## src/rtl/instr_sequencer_if.sv

```systemverilog
// instr_sequencer_if: instruction handshake and datapath control strobes for instr_sequencer
interface instr_sequencer_if;
    logic        s;
    logic [15:0] in;
    logic        w;
    logic        err;
    logic [2:0]  rnum;
    logic        write;
    logic        vsel;
    logic        loada;
    logic        loadb;
    logic        loadc;
    logic        loads;
    logic        asel;
    logic        bsel;
    logic [1:0]  aluop;
    logic [1:0]  shift;
    modport master (
        output s, in,
        input  w, err, rnum, write, vsel, loada, loadb, loadc, loads, asel, bsel, aluop, shift
    );
    modport slave (
        input  s, in,
        output w, err, rnum, write, vsel, loada, loadb, loadc, loads, asel, bsel, aluop, shift
    );
endinterface

```

## src/rtl/instr_sequencer.sv

```systemverilog
// instr_sequencer: multi-cycle Moore control FSM for the Simple RISC Machine datapath
module instr_sequencer (
    input  logic             clk,
    input  logic             reset,
    instr_sequencer_if.slave bus
);
    typedef enum logic [2:0] {WAIT, DECODE, WIMM, GETA, GETB, EXEC, WRB} state_t;
    state_t      r_state, w_next;
    logic [15:0] r_ir;
    logic        w_movi, w_movr, w_alu, w_cmp, w_mvn;
    assign w_movi = r_ir[15:13] == 3'b110 && r_ir[12:11] == 2'b10;
    assign w_movr = r_ir[15:13] == 3'b110 && r_ir[12:11] == 2'b00;
    assign w_alu  = r_ir[15:13] == 3'b101;
    assign w_cmp  = w_alu && r_ir[12:11] == 2'b01;
    assign w_mvn  = w_alu && r_ir[12:11] == 2'b11;
    assign bus.bsel = 1'b0;
    always_ff @(posedge clk or posedge reset) begin
        if (reset) begin
            r_state <= WAIT;
            r_ir    <= '0;
        end else begin
            r_state <= w_next;
            if (r_state == WAIT && bus.s) r_ir <= bus.in;
        end
    end
    always_comb begin
        w_next    = WAIT;
        bus.w     = 1'b0;
        bus.err   = 1'b0;
        bus.rnum  = 3'd0;
        bus.write = 1'b0;
        bus.vsel  = 1'b0;
        bus.loada = 1'b0;
        bus.loadb = 1'b0;
        bus.loadc = 1'b0;
        bus.loads = 1'b0;
        bus.asel  = 1'b0;
        bus.aluop = 2'b00;
        bus.shift = 2'b00;
        case (r_state)
            WAIT: begin
                bus.w  = 1'b1;
                w_next = bus.s ? DECODE : WAIT;
            end
            DECODE: begin
                w_next  = w_movi ? WIMM : (w_movr || w_mvn) ? GETB : w_alu ? GETA : WAIT;
                bus.err = !(w_movi || w_movr || w_alu);
            end
            WIMM: begin
                bus.rnum  = r_ir[10:8];
                bus.vsel  = 1'b1;
                bus.write = 1'b1;
            end
            GETA: begin
                bus.rnum  = r_ir[10:8];
                bus.loada = 1'b1;
                w_next    = GETB;
            end
            GETB: begin
                bus.rnum  = r_ir[2:0];
                bus.loadb = 1'b1;
                w_next    = EXEC;
            end
            EXEC: begin
                bus.asel  = w_movr || w_mvn;
                bus.aluop = w_alu ? r_ir[12:11] : 2'b00;
                bus.shift = r_ir[4:3];
                bus.loads = w_cmp;
                bus.loadc = !w_cmp;
                w_next    = w_cmp ? WAIT : WRB;
            end
            WRB: begin
                bus.rnum  = r_ir[7:5];
                bus.write = 1'b1;
            end
            default: w_next = WAIT;
        endcase
    end
endmodule
```

## src/flat_wrapper.sv

```systemverilog
// flat-port wrapper written by rule: the top's interface ports become plain ports
module instr_sequencer_flat 
  (clk, reset, bus_s, bus_in, bus_w, bus_err, bus_rnum, bus_write, bus_vsel, bus_loada, bus_loadb, bus_loadc, bus_loads, bus_asel, bus_bsel, bus_aluop, bus_shift);
  instr_sequencer_if bus_i ();
  input  logic clk;
  input  logic reset;
  input wire logic [$bits(bus_i.s)-1:0] bus_s;
  input wire logic [$bits(bus_i.in)-1:0] bus_in;
  output wire logic [$bits(bus_i.w)-1:0] bus_w;
  output wire logic [$bits(bus_i.err)-1:0] bus_err;
  output wire logic [$bits(bus_i.rnum)-1:0] bus_rnum;
  output wire logic [$bits(bus_i.write)-1:0] bus_write;
  output wire logic [$bits(bus_i.vsel)-1:0] bus_vsel;
  output wire logic [$bits(bus_i.loada)-1:0] bus_loada;
  output wire logic [$bits(bus_i.loadb)-1:0] bus_loadb;
  output wire logic [$bits(bus_i.loadc)-1:0] bus_loadc;
  output wire logic [$bits(bus_i.loads)-1:0] bus_loads;
  output wire logic [$bits(bus_i.asel)-1:0] bus_asel;
  output wire logic [$bits(bus_i.bsel)-1:0] bus_bsel;
  output wire logic [$bits(bus_i.aluop)-1:0] bus_aluop;
  output wire logic [$bits(bus_i.shift)-1:0] bus_shift;
  assign bus_i.s = bus_s;
  assign bus_i.in = bus_in;
  assign bus_w = bus_i.w;
  assign bus_err = bus_i.err;
  assign bus_rnum = bus_i.rnum;
  assign bus_write = bus_i.write;
  assign bus_vsel = bus_i.vsel;
  assign bus_loada = bus_i.loada;
  assign bus_loadb = bus_i.loadb;
  assign bus_loadc = bus_i.loadc;
  assign bus_loads = bus_i.loads;
  assign bus_asel = bus_i.asel;
  assign bus_bsel = bus_i.bsel;
  assign bus_aluop = bus_i.aluop;
  assign bus_shift = bus_i.shift;
  instr_sequencer u_core (.clk(clk), .reset(reset), .bus(bus_i));
endmodule
```

## config.mk

```make
export PLATFORM = sky130hd
export DESIGN_NAME = instr_sequencer_flat
export DESIGN_NICKNAME = d
export VERILOG_FILES = /design/src/rtl/instr_sequencer_if.sv /design/src/rtl/instr_sequencer.sv /design/src/flat_wrapper.sv
export SDC_FILE = /design/constraint.sdc
export NUM_CORES = 1
export LEC_CHECK = 0
export BUFFER_PORTS_ARGS = -buffer_cell sky130_fd_sc_hd__buf_2
export CAP_MARGIN = 5
export CORE_UTILIZATION = 49
export DETAILED_ROUTE_END_ITERATION = 6
export GPL_ROUTABILITY_DRIVEN = 0
export GPL_TIMING_DRIVEN = 0
export PLACE_DENSITY = 0.78
export SLEW_MARGIN = 20
export SYNTH_ARGS = -nofsm -noshare
export SYNTH_HDL_FRONTEND = slang
export SYNTH_SLANG_ARGS = --single-unit
```

## constraint.sdc

```tcl
create_clock -name clk -period 1.9 [get_ports clk]
set_input_delay 0.095 -clock clk [delete_from_list [all_inputs] [get_ports clk]]
set_output_delay 0.095 -clock clk [all_outputs]
set_load 0.03 [all_outputs]
```

Word level (Yosys, flattened, before mapping)
Index checks and enable logic that the tools add are counted.
{"block": "word_totals", "ff_bits": 19, "input_bits": 19, "output_inout_bits": 17, "elab_cells": 46}
{"block": "classes", "n_eq_ne": 11, "mux": 19, "n_reduce_logical": 14}
{"cell": "3-bit equality test (second input constant)", "n": 5}
{"cell": "3-bit case mux with 5 select lines", "n": 1}
{"cell": "1-bit 2-to-1 mux", "n": 10}
{"cell": "3-bit 2-to-1 mux", "n": 3}
{"cell": "3-bit case mux with 3 select lines", "n": 1}
{"cell": "2-bit 2-to-1 mux", "n": 4}
{"cell": "3-bit by 2-bit equality test with 1-bit output (second input constant)", "n": 2}
{"cell": "1-bit logical AND", "n": 5}
{"cell": "2-bit equality test (second input constant)", "n": 2}
{"cell": "2-bit OR reduction", "n": 2}
{"cell": "3-bit by 1-bit equality test with 1-bit output (second input constant)", "n": 1}
{"cell": "3-bit zero test", "n": 1}
{"cell": "1-bit logical OR", "n": 3}
{"cell": "2-bit by 1-bit equality test with 1-bit output (second input constant)", "n": 1}
{"cell": "1-bit zero test", "n": 2}
{"cell": "2-bit zero test", "n": 1}

Logic depth before layout (Yosys ltp)
{"block": "depth", "depth_word": 6, "depth_mapped": 5, "depth_no_buf": 3}

Least setup slack after synthesis
Ideal clock, no wire load.
{"block": "synth_path", "kind": "register -> output", "from": "register u_core.r_state[1]", "to": "output port bus_rnum[0]", "arrival_time_ns": 1.841, "t_required_ns": 1.805, "slack_ns": -0.036, "path_stages_with_launch": 4, "n_path_buf": 1, "cell_sequence": "dfrtp_1 -> buf_4 -> nor3_1 -> a22o_1"}
{"block": "synth_via", "elab_chain_len": 3, "elab_cells_between_ends": 6, "cone_classes": "eq/ne: 4; mux: 1; reduce/logical: 1"}
{"item": "start, declared", "line": "instr_sequencer.sv:8", "source": "state_t r_state, w_next;"}
{"item": "start signal, assigned", "line": "instr_sequencer.sv:22", "source": "r_state <= w_next;"}
{"item": "3-bit by 2-bit equality test with 1-bit output", "line": "instr_sequencer.sv:40", "source": "case (r_state)"}
{"item": "2-bit OR reduction (no source line)"}
{"item": "3-bit case mux with 3 select lines *", "line": "instr_sequencer.sv:40"}
{"item": "end, declared", "line": "flat_wrapper.sv:11", "source": "output wire logic [$bits(bus_i.rnum)-1:0] bus_rnum;"}
Mark *: on every way between the ends. The rest lies on a longest branch, timed or not.

Worst setup path after layout
{"block": "layout_path", "from": "register u_core.r_ir[11]", "to": "output port bus_asel"}
{"block": "layout_via", "elab_chain_len": 4, "elab_cells_between_ends": 6, "cone_classes": "eq/ne: 1; mux: 1; reduce/logical: 4"}
{"item": "start, declared", "line": "instr_sequencer.sv:9", "source": "logic [15:0] r_ir;"}
{"item": "start signal, assigned", "line": "instr_sequencer.sv:23", "source": "if (r_state == WAIT && bus.s) r_ir <= bus.in;"}
{"item": "2-bit equality test / 2-bit zero test (equally long branches)", "line": "instr_sequencer.sv:15, instr_sequencer.sv:12"}
{"item": "1-bit logical AND (on tied branches)", "line": "instr_sequencer.sv:15, instr_sequencer.sv:12"}
{"item": "1-bit logical OR *", "line": "instr_sequencer.sv:65", "source": "bus.asel = w_movr || w_mvn;"}
{"item": "1-bit 2-to-1 mux *", "line": "instr_sequencer.sv:40"}
{"item": "end, declared", "line": "flat_wrapper.sv:18", "source": "output wire logic [$bits(bus_i.asel)-1:0] bus_asel;"}
Marked as above.

==> impl_metrics.json <==
{
  "period_minus_slack_ns": 1.80,
  "synth_ff_type": "dfrtp_1",
  "cts_tree": "done",
  "cts-htree-levels": 1,
  "drt-total-wl_um": 2270,
  "die-area_um2": 2410,
  "die_x_um": 49.1,
  "drtIter0Drc": 11,
  "cts_sinks": 19,
  "yosys_register_bits": 19,
  "cp.depth": 4,
  "num_rows": 16,
  "port-buffer-count": 34,
  "worst_slew_pin_slew_ns": 0.694,
  "fin_crit_sh_pct": 94.9,
  "crit_arrival_ns": 1.71,
  "insertion_delay_ns": 0.29,
  "max_slew_margin_pct": 53.7,
  "setup_violations": 0,
  "final_cell_area_um2": 1370,
  "status": "finished clean",
  "synth_edf_count": 0,
  "crit_path_top_delay_cell": "or4b_1",
  "fin_util_pct": 67.8,
  "max_stage_delay_ns": 0.54,
  "path_buf_inv": 1,
  "fp.dieH_um": 49.1,
  "critPathKind": "flip-flop to output port",
  "flow.area_growth_from_synthesis_pct": 26.1,
  "antenna_found_initial": 0,
  "seq_area_um2": 478,
  "p_per_area_nw_per_um2": 1630,
  "worstPathRequired_ns": 1.80,
  "ios": 36,
  "tns_ns": 0,
  "synth-seq-area-share_pct": 43.7,
  "rsz0062_at_grt": "no",
  "grt_pass1_vias": 892,
  "worst_setup_path_end_kind": "output port",
  "multi_input_comb_area_um2": 537,
  "grt_start_max_net_pins": 20,
  "hold_class": "primary input to flip-flop",
  "crit_path_cell_trace": "or4b_1 > a21boi_2 > and2_2 > buf_4",
  "placed_area_um2": 1300,
  "vias_per_cell": 5.50,
  "ir_drop_uv": 970,
  "finalMaxSlewViolations": 0,
  "cp-start-kind": "flip-flop",
  "drive_above_1_share_pct": 54.9,
  "hold_viol": 0,
  "ys_types": 36,
  "cp_max_fo": 4,
  "route.detailed.drc": 0,
  "synth_nets": 109,
  "netlist_instances": 90,
  "clk_path_buf_depth": 2,
  "cts_buffers": 3,
  "ant_nets": 0,
  "via_count": 880,
  "avgSynthCellArea_um2": 12.1,
  "leakage_nw": 0.700,
  "drt-wirelength-per-cell_um": 14.2,
  "yosys_warnings": 0,
  "start_util_pct": 53.8,
  "syn-cell-area_um2": 1090,
  "first_pass_iters": 4,
  "cp_top_family": "simple AND/OR/NAND/NOR gates",
  "hold_depth": 2,
  "grt_first_pass_wirelength_um": 3890,
  "r2r_cells": 5,
  "cts_root_buffer": "clkbuf_4",
  "nFillCells": 167,
  "grt_util_all_layers_pct": 20.6,
  "nNetsFinal": 153,
  "grt.overflow.total": 0,
  "clkTransAtPathRegs_ns": 0.11,
  "antenna_cells": 0,
  "coreArea_um2": 2020,
  "cap_viol_max_count": 0,
  "max_freq_mhz": 555,
  "clock_skew_ns": 0.0108,
  "synthArstFlopShare_pct": 100,
  "dp_hpwl_um": 1710
}
## final cells by class
type | count | area share (%)
sequential | 19 | 34.9
tap | 27 | 2.46
timing repair buffer | 39 | 15.5
buffer | 7 | 5.29
inverter | 3 | 0.821
multi-input combinational | 61 | 39.1
clock buffer | 4 | 1.92
## metrics by stage
stage	power [W]	setup WS [ns]	hold WS (ns)	std cells
CTS	0.00218	0.0281	0.0258	156
floorplan	0.00170	0.102	0.0461	90
detailed placement	0.00197	0.276	0.238	151
global route	0.00238	0.00506	0.0248	160
finish	0.00224	0.0966	0.0278	160
global placement	0.00191	0.295	0.226	151
## logic make-up after synthesis
| logic type | count (synthesis) | synth area share (%) |
|---|---|---|
| buf+inv | 10 | 7.71 |
| simple gates | 27 | 16.5 |
| other cells | 1 | 0.345 |
| mux | 17 | 20.6 |
| compound gates | 16 | 11.2 |
| flops | 19 | 43.7 |
## registers in the layout, indices dropped and copies added (netlist names)
name            count
u_core.r_state      3
u_core.r_ir        16
## placed cells by master (no fill, tap or decap), types with 2 or more instances in the layout
cell type,n
and2_1,2
mux2_2,7
nand4_1,2
nand4b_1,2
nor2b_1,2
and3_1,3
a211oi_1,2
dfrtp_2,2
a21oi_1,3
a22o_1,6
clkbuf_4,3
buf_4,8
nand3_1,2
buf_2,34
nor2_1,4
mux2_4,9
dfrtp_1,17
nor3_2,2
inv_1,3
## Yosys cell counts, types with 2 or more instances
cell / count / area [µm²]
a21oi_1: 3 / 15.0
inv_1: 3 / 11.3
nand3_1: 2 / 10.0
and3_1: 3 / 18.8
nor2_1: 4 / 15.0
mux2_2: 7 / 78.8
a211oi_1: 2 / 15.0
nand4_1: 2 / 12.5
nand4b_1: 2 / 17.5
dfrtp_1: 19 / 475
mux2_4: 9 / 135
a22o_1: 6 / 52.6
and2_1: 2 / 12.5
buf_4: 3 / 22.5
nor2b_1: 2 / 12.5
## final timing paths
| kind | slack, ns | startpoint | to |
|---|---|---|---|
| setup reg to reg | 0.34 | u_core.r_state[2]$_DFF_PP0_ | u_core.r_ir[13]$_DFFE_PP0P_ |
| max in group asynchronous | 0.96 | reset | u_core.r_ir[12]$_DFFE_PP0P_ |
| min in group asynchronous | 0.45 | reset | u_core.r_state[2]$_DFF_PP0_ |
| setup / recovery | 0.1 | u_core.r_ir[11]$_DFFE_PP0P_ | bus_asel |
| hold reg to reg | 0.51 | u_core.r_ir[3]$_DFFE_PP0P_ | u_core.r_ir[3]$_DFFE_PP0P_ |
| hold / removal | 0.03 | bus_in[3] | u_core.r_ir[3]$_DFFE_PP0P_ |
## metal layers
metal	global-route usage [%]	vias to the layer above	wire, µm
li1	-	417	-
met1	24.2	432	963
met2	38.1	27	1210
met3	2.80	4	80
met4	6.37	0	18
met5	0	-	0
## what timing repair did
item / 4_1_cts / 5_1_grt
hold endpoints to repair: 19 / 0
setup buffers: 0 / 4
endpoints found under the setup margin: 1 / 1
pin swaps: 0 / 1
cloned: 0 / 0
resized for setup: 3 / 1
hold buffers: 1 / 0
## power breakdown
group | internal [W] | total [W] | switching (W)
clock network | 0.0000813 | 0.000196 | 0.000115
registers | 0.000608 | 0.000775 | 0.000167
logic | 0.000661 | 0.00127 | 0.000605
No activity file was read; power rests on OpenSTA's default activity.
